[src/rtl/dm_pkg.sv]
// Shared types, constants and helpers for the banked data-memory front-end.
package dm_pkg;

   localparam int unsigned MAX_BYTES = 64;

   typedef enum logic {
      OP_READ  = 1'b0,
      OP_WRITE = 1'b1
   } op_e;

   // Levels driven onto a bank that is not addressed this cycle.
   localparam logic IDLE_CEB  = 1'b1;
   localparam logic IDLE_WEB  = 1'b1;
   localparam logic IDLE_BWEB = 1'b1;
   localparam logic IDLE_A    = 1'b0;
   localparam logic IDLE_DI   = 1'b0;

   function automatic int unsigned bsel_w(input int unsigned n);
      int unsigned r;
      r = 0;
      for (int unsigned i = 0; i < 32; i++)
         if ((32'd1 << i) < n) r = i + 1;
      return r;
   endfunction

   function automatic logic [MAX_BYTES*8-1:0] strb_to_bweb(input logic [MAX_BYTES-1:0] strb);
      logic [MAX_BYTES*8-1:0] r;
      r = '1;
      for (int unsigned k = 0; k < MAX_BYTES; k++)
         r[k*8 +: 8] = strb[k] ? 8'h00 : 8'hFF;
      return r;
   endfunction

endpackage

[src/rtl/resp_fifo.sv]
// In-order read-response buffer: circular store with explicit pointer wrap.
module resp_fifo #(
   parameter int unsigned DATA_W = 32,
   parameter int unsigned DEPTH  = 2
) (
   input  logic                       clk,
   input  logic                       rst,
   input  logic                       push,
   input  logic                       pop,
   input  logic [DATA_W-1:0]          din,
   output logic [$clog2(DEPTH+1)-1:0] count,
   output logic [DATA_W-1:0]          dout
);

   localparam int unsigned PTR_W = $clog2(DEPTH);
   localparam int unsigned CNT_W = $clog2(DEPTH + 1);

   logic [DATA_W-1:0] r_mem [DEPTH];
   logic [PTR_W-1:0]  r_wr_ptr;
   logic [PTR_W-1:0]  r_rd_ptr;
   logic [CNT_W-1:0]  r_cnt;
   logic [PTR_W-1:0]  w_wr_nxt;
   logic [PTR_W-1:0]  w_rd_nxt;

   // Depth need not be a power of two, so wrap on an explicit compare.
   assign w_wr_nxt = (r_wr_ptr == PTR_W'(DEPTH - 1)) ? '0 : r_wr_ptr + 1'b1;
   assign w_rd_nxt = (r_rd_ptr == PTR_W'(DEPTH - 1)) ? '0 : r_rd_ptr + 1'b1;

   always_ff @(posedge clk) begin
      if (rst) begin
         r_wr_ptr <= '0;
         r_rd_ptr <= '0;
         r_cnt    <= '0;
      end else begin
         assert (!(push && !pop && (r_cnt == CNT_W'(DEPTH))));
         if (push) begin
            r_mem[r_wr_ptr] <= din;
            r_wr_ptr        <= w_wr_nxt;
         end
         if (pop) r_rd_ptr <= w_rd_nxt;
         case ({push, pop})
            2'b10:   r_cnt <= r_cnt + 1'b1;
            2'b01:   r_cnt <= r_cnt - 1'b1;
            default: r_cnt <= r_cnt;
         endcase
      end
   end

   assign count = r_cnt;
   assign dout  = (r_cnt != '0) ? r_mem[r_rd_ptr] : '0;

endmodule

[src/rtl/dm_bank_ctrl.sv]
// Data-memory front-end: word-interleaved SRAM banks behind a valid/ready
// request channel with a buffered, in-order read-response channel.
module dm_bank_ctrl
   import dm_pkg::*;
#(
   parameter int unsigned DATA_W     = 32,
   parameter int unsigned ADDR_W     = 14,
   parameter int unsigned NUM_BANKS  = 4,
   parameter int unsigned RESP_DEPTH = 2
) (
   input  logic                                                     clk,
   input  logic                                                     rst,
   input  logic                                                     req_valid,
   output logic                                                     req_ready,
   input  logic                                                     req_we,
   input  logic [ADDR_W-1:0]                                        req_addr,
   input  logic [DATA_W/8-1:0]                                      req_wstrb,
   input  logic [DATA_W-1:0]                                        req_wdata,
   output logic                                                     resp_valid,
   input  logic                                                     resp_ready,
   output logic [DATA_W-1:0]                                        resp_rdata,
   output logic [NUM_BANKS-1:0]                                     bank_ceb,
   output logic [NUM_BANKS-1:0]                                     bank_web,
   output logic [NUM_BANKS-1:0][DATA_W-1:0]                         bank_bweb,
   output logic [NUM_BANKS-1:0][ADDR_W-bsel_w(NUM_BANKS)-1:0]       bank_a,
   output logic [NUM_BANKS-1:0][DATA_W-1:0]                         bank_di,
   input  logic [NUM_BANKS-1:0][DATA_W-1:0]                         bank_do
);

   localparam int unsigned BSEL_W = bsel_w(NUM_BANKS);
   localparam int unsigned ROW_W  = ADDR_W - BSEL_W;
   localparam int unsigned BIDX_W = (BSEL_W == 0) ? 1 : BSEL_W;
   localparam int unsigned CNT_W  = $clog2(RESP_DEPTH + 1);

   logic [BIDX_W-1:0]        w_bank;
   logic [ROW_W-1:0]         w_row;
   logic [MAX_BYTES*8-1:0]   w_bweb_full;
   logic [DATA_W-1:0]        w_bweb;
   logic                     w_acc;
   logic                     w_pop;
   logic [CNT_W-1:0]         w_count;
   logic [CNT_W:0]           w_occ;
   op_e                      w_op;
   logic                     r_pend_v;
   logic [BIDX_W-1:0]        r_pend_bank;

   generate
      if (BSEL_W == 0) begin : g_one_bank
         assign w_bank = '0;
      end else begin : g_multi_bank
         assign w_bank = req_addr[BSEL_W-1:0];
      end
   endgenerate

   assign w_row       = req_addr[ADDR_W-1:BSEL_W];
   assign w_op        = op_e'(req_we);
   assign w_bweb_full = strb_to_bweb(MAX_BYTES'(req_wstrb));
   assign w_bweb      = w_bweb_full[DATA_W-1:0];
   assign w_acc       = req_valid & req_ready;
   assign w_pop       = resp_valid & resp_ready;

   // Count the in-flight read as occupied so its push can never overflow.
   assign w_occ     = {1'b0, w_count} + (CNT_W+1)'(r_pend_v) - (CNT_W+1)'(w_pop);
   assign req_ready = !rst && (w_occ < (CNT_W+1)'(RESP_DEPTH));

   always_comb begin
      bank_ceb  = {NUM_BANKS{IDLE_CEB}};
      bank_web  = {NUM_BANKS{IDLE_WEB}};
      bank_bweb = {NUM_BANKS{{DATA_W{IDLE_BWEB}}}};
      bank_a    = {NUM_BANKS{{ROW_W{IDLE_A}}}};
      bank_di   = {NUM_BANKS{{DATA_W{IDLE_DI}}}};
      if (w_acc) begin
         if (w_op == OP_WRITE) begin
            if (|req_wstrb) begin
               bank_ceb[w_bank]  = 1'b0;
               bank_web[w_bank]  = 1'b0;
               bank_bweb[w_bank] = w_bweb;
               bank_a[w_bank]    = w_row;
               bank_di[w_bank]   = req_wdata;
            end
         end else begin
            bank_ceb[w_bank] = 1'b0;
            bank_a[w_bank]   = w_row;
         end
      end
   end

   always_ff @(posedge clk) begin
      if (rst) begin
         r_pend_v    <= 1'b0;
         r_pend_bank <= '0;
      end else begin
         r_pend_v <= w_acc && (w_op == OP_READ);
         if (w_acc) r_pend_bank <= w_bank;
      end
   end

   resp_fifo #(
      .DATA_W (DATA_W),
      .DEPTH  (RESP_DEPTH)
   ) u_resp_fifo (
      .clk   (clk),
      .rst   (rst),
      .push  (r_pend_v),
      .pop   (w_pop),
      .din   (bank_do[r_pend_bank]),
      .count (w_count),
      .dout  (resp_rdata)
   );

   assign resp_valid = (w_count != '0);

endmodule

[config.mk]
export PLATFORM = sky130hd
export DESIGN_NAME = dm_bank_ctrl
export DESIGN_NICKNAME = d
export VERILOG_FILES = /design/src/rtl/dm_pkg.sv /design/src/rtl/resp_fifo.sv /design/src/rtl/dm_bank_ctrl.sv
export SDC_FILE = /design/constraint.sdc
export NUM_CORES = 1
export LEC_CHECK = 0
export CAP_MARGIN = 25
export CELL_PAD_IN_SITES_DETAIL_PLACEMENT = 2
export CELL_PAD_IN_SITES_GLOBAL_PLACEMENT = 2
export CORE_AREA = 2 2 208 210
export CTS_BUF_LIST = sky130_fd_sc_hd__clkbuf_4 sky130_fd_sc_hd__clkbuf_8
export CTS_CLUSTER_DIAMETER = 40
export CTS_CLUSTER_SIZE = 20
export DETAILED_ROUTE_END_ITERATION = 10
export DIE_AREA = 0 0 210 212
export PLACE_DENSITY = 0.77
export SLEW_MARGIN = 20
export SYNTH_ARGS = -nofsm -noshare
export SYNTH_HDL_FRONTEND = slang
export SYNTH_HIERARCHICAL = 1
export SYNTH_SLANG_ARGS = --single-unit
[constraint.sdc]
create_clock -name clk -period 4.6 [get_ports clk]
set_input_delay 0.92 -clock clk [delete_from_list [all_inputs] [get_ports clk]]
set_output_delay 0.92 -clock clk [all_outputs]
set_load 0.01 [all_outputs]
==> impl_metrics.env, run 1 <==
export IMPL_hold_class="register to register"
export IMPL_globalRouteTotalUtil=0.1410
export IMPL_worst_path_max_fanout=6
export IMPL_route_vias_total=6414
export IMPL_core_region_area_sq_um=42510
export IMPL_place_inst=1534
export IMPL_grt_ovfl_total=0
export IMPL_max_freq_ghz=0.2206
export IMPL_drv_cap=0
export IMPL_clk_pin_slew_ps=80
export IMPL_critPathKind="input port to output port"
export IMPL_p_total_mw=3.093
export IMPL_io_pins=529
export IMPL_syn_area_per_cell_sq_um=10.30
export IMPL_cp_data_arrival_time_ps=3610
export IMPL_synth_nets=762
export IMPL_ys_warn_count=6
export IMPL_synthCells=576
export IMPL_fin_area_sq_um=11510
export IMPL_grt_pass1_vias=7069
export IMPL_path_buf_inv=3
export IMPL_dr_first_iter_drc_count=202
export IMPL_dp_hpwl_mm=25.88
export IMPL_cp_cell_sequence="dlygate4sd2_1, and2_4, ha_4, nand2b_4, fa_1, nand3b_1, nor3b_4, buf_4, and3_1, clkdlybuf4s50_1"
export IMPL_intPower_mw=1.954
export IMPL_grt_max_degree=67
export IMPL_drtAntennaViolNets=0
export IMPL_min_period_over_period=0.9855
export IMPL_setup_violations=0
export IMPL_post_route_min_period_ps=4533
export IMPL_route_top_layer_used="met5"
export IMPL_synthTopCellsByArea="edfxtp_1 (32%), and3_1 (19%), buf_4 (15%)"
export IMPL_p_sw_mw=1.139
export IMPL_yosysMostFrequentCell="and3_1"
export IMPL_synth_edf_count=64
export IMPL_routed_wl_met2_mm=17.82
export IMPL_worstPathRequired_ps=3680
export IMPL_start_kind="input port"
export IMPL_synth_compound_area_share=0.007592
export IMPL_ys_top_cells_by_count="and3_1 (176), buf_4 (115), edfxtp_1 (64)"
export IMPL_cts_root_buf="clkbuf_8"
export IMPL_p_clk_frac=0.140
export IMPL_grt_pass1_wl_mm=46.78
export IMPL_numPortBuffers=528
export IMPL_synth_top_cell_by_area="edfxtp_1"
export IMPL_async_reset_ff_frac=0
export IMPL_wl_per_cell_um=21.45
export IMPL_clock_skew_ps=8.392
export IMPL_power_density_nw_per_um2=268.7
export IMPL_viasPerCell=4.080
export IMPL_cts_hold_buf=0
export IMPL_p_comb_frac=0.580
export IMPL_final_core_util=0.2708
export IMPL_drive_above_1_share=0.1953
export IMPL_initial_core_util=0.1396
export IMPL_critPathTopFamily="buffers and inverters"
export IMPL_cts_sinks=72
export IMPL_worst_pin_slew_ps=961.5
export IMPL_yosysSeqAreaShare=0.3509
export IMPL_p_leak_nw=5.355
export IMPL_max_stage_delay_ps=530
export IMPL_wl_met1_mm=13.04
export IMPL_drcViolationCount=0
export IMPL_synth_xor_area_frac=0.008646
export IMPL_timing_final_max_slew_violations=0
export IMPL_yosysTopAreaCellShare=0.3239
export IMPL_synth_seq_cells=72
export IMPL_numCtsBuffers=9
export IMPL_first_pass_iters=4
export IMPL_netSwitchingFraction=0.3683
export IMPL_synth_area_sq_um=5933
export IMPL_die_area_sq_um=44520
export IMPL_cts_tree="done"
export IMPL_wirelength_mm=33.72
export IMPL_nets=1205
export IMPL_slowest_stage="clkdlybuf4s50_1"
export IMPL_status="completed"
export IMPL_clock_latency_ps=350
export IMPL_ys_types=34
export IMPL_clock_path_buffers=2
export IMPL_wl_met3_mm=2.308
export IMPL_critPathCaptureType="output port"
export IMPL_finalNonFillerCells=1572
export IMPL_rsz0062_at_grt="true"
export IMPL_h_tree_depth=3
export IMPL_maxSlewHeadroom=0.3531
export IMPL_die_height_um=212
export IMPL_synthSimpleGateAreaFrac=0.2467
export IMPL_muxShareOfSynthArea=0.1771
export IMPL_place_area_sq_um=11270
export IMPL_gp_congestion=0.8298
export IMPL_synth_top_family_by_area="simple AND/OR/NAND/NOR gates"
export IMPL_rows=76
export IMPL_antenna_found_initial=5
export IMPL_synth_ff_type="edfxtp_1"
export IMPL_seqPwrFrac=0.280
export IMPL_fp_dieW_um=210
export IMPL_ir_drop_mv=0.1757
export IMPL_areaGrowthSynthToFinish_pct=94.01
export IMPL_holdWs_ps=474.7
export IMPL_final_hold_viol_count=0
export IMPL_synth_fa_ha_area_frac=0.007592
[metrics by stage]
stage / TNS [ps] / worst slack [ps]
after floorplan: 0 / 470.1
after global placement: -99200 / -478.6
after detailed placement: -108710 / -504.6
after CTS: -931.6 / -124.7
after global routing: -3237 / -63.25
final: 0 / 66.54
[layer usage]
layer	track usage	up-vias
li1	-	2859
met1	0.1542	3182
met2	0.2712	338
met3	0.03575	33
met4	0.03326	2
met5	0	-
[path summary, 6_finish.rpt]
kind | from | end | slack (ps) | depth (start not counted)
setup / recovery | resp_ready | bank_a[18] | 70 | 10
hold reg to reg | r_pend_bank[1] | r_pend_bank[1] | 470 | 2
hold / removal | r_pend_bank[1] | r_pend_bank[1] | 470 | 2
setup reg to reg | u_resp_fifo/count[0] | r_pend_bank[0] | 1960 | 9
[cell type report]
| class | instances | area (sq um) |
|---|---|---|
| tap | 546 | 683.2 |
| sequential | 72 | 2085 |
| multi-input combinational | 332 | 2791 |
| timing repair buffer | 600 | 5764 |
| fill | 4761 | 30990 |
| clock inverter | 6 | 36.28 |
| clock buffer | 10 | 131.4 |
| antenna | 2 | 5.005 |
| inverter | 4 | 15.01 |
[power groups by stage]
stage	Combinational, mW	Sequential, mW	Clock, mW
2_1_floorplan	0.845	0.846	0
3_3_place_gp	1.61	0.908	0
3_5_place_dp	1.66	0.912	0
4_1_cts	1.74	0.898	0.454
5_1_grt	1.92	0.877	0.473
6_report	1.79	0.866	0.434
[cell usage in the layout (no fill, tap or decap), types with 8 or more instances in the layout]
| cell type | n |
|---|---|
| mux2i_1 | 33 |
| and3_1 | 171 |
| clkbuf_8 | 9 |
| mux4_2 | 32 |
| buf_4 | 37 |
| nand3_2 | 8 |
| buf_6 | 16 |
| nand2_1 | 9 |
| clkbuf_2 | 20 |
| buf_2 | 22 |
| edfxtp_1 | 64 |
| clkdlybuf4s15_1 | 20 |
| nand3_1 | 8 |
| nor2_1 | 37 |
| buf_12 | 13 |
| dlymetal6s2s_1 | 15 |
| clkdlybuf4s50_1 | 229 |
| dlygate4sd2_1 | 215 |
[registers in the layout (all words and copies together), names as in the netlist, named ones only]
name                  flops
r_pend_bank               2
r_pend_v                  1
u_resp_fifo/count         2
u_resp_fifo/r_mem        64
u_resp_fifo/r_rd_ptr      1
u_resp_fifo/r_wr_ptr      1
[what timing repair did]
item / in CTS / in global routing
endpoints found under the setup margin: 312 / 195
setup buffers: 10 / 6
pin swaps: 4 / 3
gates cloned: 4 / 3
resized for setup: 383 / 100
[tightest hold or removal path, stage by stage, from the launching register on]
cell and delay (ps):
dfxtp_1 310, nand2_1 50, mux2i_1 60
[kinds of logic after synthesis]
group | Yosys count
and+or+nand+nor | 253
buffers and inverters | 172
DFF | 72
muxes | 65
AOI/OAI and AO/OA | 6
xor gates and xnor gates | 5
adders and majority gates | 3
Power figures use the tool's default switching activity.
==> run 2, diff against run 1 <==
--- a/config.mk
+++ b/config.mk
@@ -15,6 +15,7 @@
 export DETAILED_ROUTE_END_ITERATION = 10
 export DIE_AREA = 0 0 210 212
 export PLACE_DENSITY = 0.77
+export SKIP_CTS_REPAIR_TIMING = 1
 export SLEW_MARGIN = 20
 export SYNTH_ARGS = -nofsm -noshare
 export SYNTH_HDL_FRONTEND = slang
==> run 2 against run 1 <==
  * Sequential power hardly changed
  * Die area stayed put
  * Clock-buffer cell count is the same
  * Non-clock buffer count is 5 higher
  * Combinational power hardly changed
  * Wire length rose by 3.8%
  * Sequential share of layout area fell by 1.4 points
  * Utilization rose by 2.2 points
  * Cell area is 8.3% higher
  * Critical path type unchanged
  * Critical endpoint is now bank_di[76]
==> impl_metrics.env, run 2 (same netlist as run 1, synthesis figures left out) <==
export IMPL_critPathTopFamily="buffers and inverters"
export IMPL_maxSlewHeadroom=0.3467
export IMPL_gp_congestion=0.8298
export IMPL_largest_register_ffs=64
export IMPL_critPathCaptureType="output port"
export IMPL_clock_latency_ps=350
export IMPL_dr_first_iter_drc_count=180
export IMPL_rows=76
export IMPL_die_area_sq_um=44520
export IMPL_timing_final_max_slew_violations=0
export IMPL_drcViolationCount=0
export IMPL_grt_max_degree=67
export IMPL_layout_commonest_cell="dlymetal6s2s_1"
export IMPL_critPathKind="input port to output port"
export IMPL_cts_root_buf="clkbuf_8"
export IMPL_wirelength_mm=34.99
export IMPL_globalRouteTotalUtil=0.1352
export IMPL_setup_violations=0
export IMPL_worst_pin_slew_ps=970.9
export IMPL_cts_sinks=72
export IMPL_grt_ovfl_total=0
export IMPL_start_kind="input port"
export IMPL_drv_cap=0
export IMPL_grt_pass1_wl_mm=45.04
export IMPL_dp_hpwl_mm=25.88
export IMPL_fill_cells=4596
export IMPL_die_height_um=212
export IMPL_nets=1210
export IMPL_core_region_area_sq_um=42510
export IMPL_layout_common_cells="dlymetal6s2s_1 (279), clkdlybuf4s50_1 (223), and3_1 (174), edfxtp_1 (64), buf_4 (49)"
export IMPL_cp_data_arrival_time_ps=3570
export IMPL_clock_path_buffers=2
export IMPL_worst_path_max_fanout=20
export IMPL_numPortBuffers=528
export IMPL_path_buf_inv=7
export IMPL_clk_pin_slew_ps=80
export IMPL_grt_pass1_vias=6936
export IMPL_worstPathRequired_ps=3680
export IMPL_regMostFlops="u_resp_fifo/r_mem"
export IMPL_slowest_stage="fa_1"
export IMPL_numCtsBuffers=9
export IMPL_status="completed"
export IMPL_power_density_nw_per_um2=249.7
export IMPL_ir_drop_mv=0.1765
export IMPL_fp_dieW_um=210
export IMPL_drtAntennaViolNets=0
export IMPL_final_setup_worst_slack_ps=110.3
export IMPL_final_hold_viol_count=0
export IMPL_h_tree_depth=3
export IMPL_cp_cell_sequence="clkbuf_2, and2_4, ha_4, nand2b_4, fa_1, nand3b_1, buf_6, nor3_4, buf_12, buf_8, buf_4, buf_16, and3_1, dlymetal6s2s_1"
export IMPL_antenna_found_initial=5
export IMPL_seqCellArea_sq_um=2086
export IMPL_fin_area_sq_um=12460
export IMPL_cts_tree="done"
export IMPL_p_leak_nw=7.619
export IMPL_hold_class="register to register"
export IMPL_initial_core_util=0.1396
export IMPL_post_route_min_period_ps=4490
export IMPL_wl_per_cell_um=22.19
export IMPL_drive_above_1_share=0.1681
export IMPL_min_period_over_period=0.9760
export IMPL_first_pass_iters=4
export IMPL_route_vias_total=6442
export IMPL_multiInputGateArea_sq_um=2755
export IMPL_areaGrowthSynthToFinish_pct=110.1
export IMPL_place_area_sq_um=11270
export IMPL_max_stage_delay_ps=510
export IMPL_clock_skew_ps=7.600
export IMPL_io_pins=529
export IMPL_viasPerCell=4.085
export IMPL_max_freq_ghz=0.2227
export IMPL_pre_cts_ws_ps=-504.6
export IMPL_p_total_mw=3.113
run 2: cell count changes in the layout (fill, tap and decap cells not counted), sizes merged:
cell,before,now
buf,94,87
clkbuf,33,26
clkdlybuf4s15,24,0
clkdlybuf4s50,229,223
dlygate4sd2,215,0
dlymetal6s2s,15,279
run 2: worst register-to-register path, delay by kind of cell (launching register included):
| kind | cells | cell delay, ps |
|---|---|---|
| AOI/OAI and AO/OA | 1 | 250 |
| and+or+nand+nor | 5 | 1020 |
| buffers and inverters | 1 | 170 |
| adders and majority gates | 2 | 710 |
| DFF | 1 | 320 |
run 2: final timing paths:
| check | startpoint | to | slack, ps | cells after the start |
|---|---|---|---|---|
| setup / recovery | resp_ready | bank_di[76] | 110 | 14 |
| hold / removal | r_pend_bank[1] | r_pend_bank[1] | 470 | 2 |
| setup reg to reg | u_resp_fifo/count[0] | r_pend_bank[0] | 2020 | 9 |
| hold reg to reg | r_pend_bank[1] | r_pend_bank[1] | 470 | 2 |
run 2: cell type report:
class                      instances  area share
clock inverter                     6    0.002911
inverter                           4    0.001205
timing repair buffer             605      0.5418
antenna                            2   0.0004015
multi-input combinational        332      0.2210
clock buffer                      10     0.01054
sequential                        72      0.1673
tap                              546     0.05481
run 2: stage by stage:
step           std cells  hold slack, ps  setup TNS (ps)    util
2_1_floorplan        576           481.3               0       -
3_3_place_gp        1534           457.3          -99200  0.2650
3_5_place_dp        1534           463.6         -108710  0.2650
4_1_cts             1550           479.4         -114620  0.2690
5_1_grt             1577           504.2          -2.512  0.2932
6_report            1577           474.7               0  0.2932
run 2: metal layers:
| metal | global-route usage | vias up | wire (um) |
|---|---|---|---|
| li1 | - | 2871 | - |
| met1 | 0.1479 | 3203 | 13120 |
| met2 | 0.2571 | 338 | 18770 |
| met3 | 0.03900 | 28 | 2630 |
| met4 | 0.03008 | 2 | 452 |
| met5 | 0 | - | 8 |
run 2: power by group:
part / switching (mW) / total, mW / internal (mW)
clock network: 0.236 / 0.433 / 0.198
logic: 0.855 / 1.81 / 0.959
registers: 0.0500 / 0.866 / 0.816
